--- src/rtl/lfsr_step_ctrl.sv ---
// LFSR state register with seed load, free-run/pause FSM and period measurement.
// The per-bit seed/feedback select is generated here and presented as a registered output.
module lfsr_step_ctrl #(
    parameter int               WIDTH = 4,
    parameter logic [WIDTH-1:0] TAPS  = 4'b0011,
    parameter int               CW    = 5
) (
    input  logic             clk,
    input  logic             rst_n,
    input  logic [WIDTH-1:0] seed,
    input  logic             load,
    input  logic             run,
    output logic [WIDTH-1:0] q,
    output logic             sel,
    output logic             running,
    output logic             period_done,
    output logic [CW-1:0]    period,
    output logic             seed_err
);

    typedef enum logic [1:0] {
        ST_IDLE  = 2'd0,
        ST_READY = 2'd1,
        ST_RUN   = 2'd2
    } state_t;

    state_t            state_r;
    state_t            state_nxt_s;
    logic [WIDTH-1:0]  q_r;
    logic [WIDTH-1:0]  seed_cap_r;
    logic [WIDTH-1:0]  q_nxt_s;
    logic [CW-1:0]     cnt_r;
    logic [CW-1:0]     cnt_inc_s;
    logic [CW-1:0]     period_r;
    logic              sel_r;
    logic              running_r;
    logic              period_done_r;
    logic              seed_err_r;
    logic              load_ok_s;
    logic              load_bad_s;
    logic              step_s;
    logic              match_s;

    // Right shift with the XOR of the tapped bits entering at the MSB.
    function automatic logic [WIDTH-1:0] lfsr_next(input logic [WIDTH-1:0] cur);
        return {^(cur & TAPS), cur[WIDTH-1:1]};
    endfunction

    // FSM state register.
    always_ff @(posedge clk or negedge rst_n) begin
        if (!rst_n) begin
            state_r <= ST_IDLE;
        end else begin
            state_r <= state_nxt_s;
        end
    end

    // Next-state decode; any load (even a rejected one) suppresses stepping that cycle.
    always_comb begin
        state_nxt_s = state_r;
        step_s      = 1'b0;
        load_ok_s   = load && (seed != {WIDTH{1'b0}});
        load_bad_s  = load && (seed == {WIDTH{1'b0}});
        case (state_r)
            ST_IDLE: begin
                if (load_ok_s) begin
                    state_nxt_s = ST_READY;
                end else begin
                    state_nxt_s = ST_IDLE;
                end
            end
            ST_READY: begin
                if (load) begin
                    state_nxt_s = ST_READY;
                end else if (run) begin
                    state_nxt_s = ST_RUN;
                    step_s      = 1'b1;
                end else begin
                    state_nxt_s = ST_READY;
                end
            end
            ST_RUN: begin
                if (load_ok_s) begin
                    state_nxt_s = ST_READY;
                end else if (load_bad_s) begin
                    state_nxt_s = ST_RUN;
                end else if (run) begin
                    state_nxt_s = ST_RUN;
                    step_s      = 1'b1;
                end else begin
                    state_nxt_s = ST_READY;
                end
            end
            default: begin
                state_nxt_s = ST_IDLE;
            end
        endcase
    end

    // Feedback value, period match and saturating counter increment.
    always_comb begin
        q_nxt_s = lfsr_next(q_r);
        match_s = step_s && (q_nxt_s == seed_cap_r);
        if (cnt_r == {CW{1'b1}}) begin
            cnt_inc_s = cnt_r;
        end else begin
            cnt_inc_s = cnt_r + {{(CW-1){1'b0}}, 1'b1};
        end
    end

    // LFSR state, captured seed, step counter and registered status outputs.
    always_ff @(posedge clk or negedge rst_n) begin
        if (!rst_n) begin
            q_r           <= {WIDTH{1'b0}};
            seed_cap_r    <= {WIDTH{1'b0}};
            cnt_r         <= {CW{1'b0}};
            period_r      <= {CW{1'b0}};
            sel_r         <= 1'b0;
            running_r     <= 1'b0;
            period_done_r <= 1'b0;
            seed_err_r    <= 1'b0;
        end else begin
            running_r     <= (state_nxt_s == ST_RUN);
            sel_r         <= (state_nxt_s == ST_RUN);
            period_done_r <= match_s;
            if (load_ok_s) begin
                q_r        <= seed;
                seed_cap_r <= seed;
                cnt_r      <= {CW{1'b0}};
                seed_err_r <= 1'b0;
            end else if (load_bad_s) begin
                seed_err_r <= 1'b1;
            end else if (step_s) begin
                q_r <= q_nxt_s;
                if (match_s) begin
                    cnt_r    <= {CW{1'b0}};
                    period_r <= cnt_inc_s;
                end else begin
                    cnt_r    <= cnt_inc_s;
                end
            end
        end
    end

    assign q           = q_r;
    assign sel         = sel_r;
    assign running     = running_r;
    assign period_done = period_done_r;
    assign period      = period_r;
    assign seed_err    = seed_err_r;

endmodule

--- config.mk ---
export PLATFORM = sky130hd
export DESIGN_NAME = lfsr_step_ctrl
export DESIGN_NICKNAME = d
export VERILOG_FILES = /design/src/rtl/lfsr_step_ctrl.sv
export SDC_FILE = /design/constraint.sdc
export NUM_CORES = 1
export LEC_CHECK = 0
export ABC_CLOCK_PERIOD_IN_PS = 3270
export BUFFER_PORTS_ARGS = -buffer_cell sky130_fd_sc_hd__buf_2
export CORE_MARGIN = 2
export CORE_UTILIZATION = 55
export CTS_CLUSTER_DIAMETER = 100
export DETAILED_ROUTE_END_ITERATION = 12
export PLACE_DENSITY = 0.81
export REMOVE_ABC_BUFFERS = 1
export SLEW_MARGIN = 40
export SYNTH_ARGS = -nofsm -noshare
export SYNTH_HDL_FRONTEND = slang
export SYNTH_SLANG_ARGS = --single-unit
export TNS_END_PERCENT = 10
--- constraint.sdc ---
create_clock -name clk -period 3.27 [get_ports clk]
set_input_delay 0.1635 -clock clk [delete_from_list [all_inputs] [get_ports clk]]
set_output_delay 0.1635 -clock clk [all_outputs]
set_load 0.1 [all_outputs]
==> metrics <==
outcome finished clean; fin crit share 57.6%; register area 576 sq um; Post-Place Cells 157; P_int 0.477 mW; relative slew slack 55.9%; sequential share of power 41.0%; Setup crit start state_r[0]; first-pass GRT wire length 3.88 mm; max frequency 0.531 GHz; Comb pwr share 44.6%; pre-CTS WS 1410 ps; Clock power frac 14.3%; clk_skew 3.76 ps; max cap viols 0; H-tree depth 1; area share of the largest cell type after synthesis 47.8%; final setup vio count 0; post-synth top area cell dfrtp_1; static leakage 0.690 nW; DRC viols 0; post-route ant nets 0; switching pwr 0.405 mW; crit path DAT 2080 ps; met1 usage 25.4%; Chip Height 50.8 um; Initial Util 59.5%; Net count, final 149; Crit Path Max Fanout 9; clk_lat worst skew 300 ps; async set-reset flop share out of synthesis 100%; ant diodes 0; final instance area 1350 sq um; synthesis-to-finish area growth 12.0%; Yosys Warn Count 0; share of post-route cells with drive strength above 1 23.7%; Post-Syn Area 1200 sq um; slack of the critical path 1390 ps; area taken by multi-input logic gates 579 sq um; Die Wd 50.8 um; final-layout fill cell count 155; Setup crit start kind register; largest net degree at the start of global routing 24; top post-synthesis cells by count dfrtp_1 (23), nand2_1 (19), o21ai_0 (9), inv_1 (6), xnor2_1 (6); Post-Route WL 2.22 mm; fin. max-slew vios 0; initial antenna violation count 0; WP data required 3470 ps; Routed wire per std cell 13.7 um; post-DP HPWL 1.71 mm; Worst setup EP type register; setup TNS 0 ps; GR Util All Layers 20.0%; final core utilization 66.6%; Via Count 916; GR Util met2 33.6%; GRT Max-Usage Layer met2; worst hold start seed[2]; r2r startpoint state_r[0]; Min Clock Period, post-route 1880 ps; initial DRC count 29; Via density 5.65; GR Util met3 3.27%; routability congestion estimate 0.768; PD cells 655 nW/um^2; most common cell in the netlist dfrtp_1; Max Root-Sink Buffers 2; Mean Syn Cell Area 10.6 sq um; sw frac 45.9%; top post-synthesis cells by area dfrtp_1 (48%), nand2_1 (5.9%), ha_1 (5.2%); sequential area share after synthesis 47.8%; post-synth cell types 37; number of global-route vias before repair 900; Hold Vio Cnt, Final 0; CTS tree done; Syn Inst Count 114; Min-Delay Path Class primary input to register; clock sink count 23; Synth Register Bits 23; Cells on Worst Hold Path 3; FP Rows 16; Placed Area 1310 sq um; CORE AREA 2020 sq um; worst setup path category register to register; Reg clk slew, reported paths 120 ps; worst-margin pin slew 662 ps; Die Area 2580 sq um; iteration count of the initial detailed-routing pass 4; Finished Layout Cells 162; most common flop cell mapped by yosys dfrtp_1; reg2reg setup slack 1390 ps; Max IR drop VDD 0.425 mV; EDFF count, synth 0; R2R cell count 6; RSZ-0062 raised after global routing no; Num CTS Buffers 3; I/O Pins 21; gr ovfl total 0; clk root buf clkbuf_4; PortBufs 20
## cell type report
cell class / instances / area share, %
Clock buffer: 4 / 1.95
Inverter: 6 / 1.67
Multi-Input combinational cell: 81 / 43.0
Sequential cell: 23 / 42.7
Tap cell: 27 / 2.51
Timing Repair Buffer: 21 / 8.17
## critical path, stage by stage (launching register included)
cell and delay [ps]:
dfrtp_1 400, inv_1 70, ha_1 230, o21a_1 220, and2_0 290, a41o_2 310, mux2_2 260
## final timing paths
kind | end
max | cnt_r[0]
max in group asynchronous | state_r[1]
min reg2reg | seed_cap_r[1]
min | seed_cap_r[2]
min in group asynchronous | running
max reg2reg | cnt_r[0]
## power by group through the flow
stage          clock, mW  sequential, mW  combinational (mW)
5_1_grt            0.144           0.366               0.423
4_1_cts            0.134           0.362               0.395
6_report           0.126           0.362               0.394
2_1_floorplan          0           0.531               0.153
3_5_place_dp           0           0.367               0.393
3_3_place_gp           0           0.363               0.386
## repair_timing
action | in CTS | in global routing
endpoints found under the hold margin | 23 | 0
setup endpoints to repair | 0 | 0
hold buffers | 1 | 0
setup buffers | 0 | 0
resized for setup | 0 | 0
## registers in the layout, indices dropped and copies added, names as in the netlist
signal,count
q,4
running,1
period_done,1
cnt_r,5
state_r,2
period,5
seed_cap_r,4
seed_err,1
## metrics by stage
stage	total power, mW	hold slack (ps)
final	0.882	121
after global routing	0.933	115
after CTS	0.890	107
after detailed placement	0.760	163
after global placement	0.749	149
after floorplan	0.684	-132
## layout by cell type, fill, tap and decap left out, types with 2 or more instances in the layout
cell       n
a21oi_1    4
a22o_1     3
a22oi_1    3
a31oi_1    2
buf_2     20
clkbuf_4   3
dfrtp_1   23
ha_1       5
inv_1      6
mux2_4     2
nand2_1   19
nand2b_1   2
nor2_1     4
o21a_1     2
o21ai_0    9
xnor2_1    6
## cells by family (layout without fill, tap and decap cells)
logic type / count (synthesis) / after routing / synth area share [%]
fa+ha+maj: 5 / 5 / 5.20
flops: 23 / 23 / 47.8
mux: 4 / 4 / 4.26
buf+inv: 10 / 31 / 4.05
xor+xnor: 8 / 8 / 7.07
simple gates: 34 / 34 / 14.2
compound gates: 30 / 30 / 17.4
## metal layers
metal  part of all wire [%]  wire [um]
met2                     49       1090
met5                      0          0
met4                    1.6         36
met3                    2.9         65
met1                     47       1030
No activity file was read; power rests on OpenSTA's default activity.
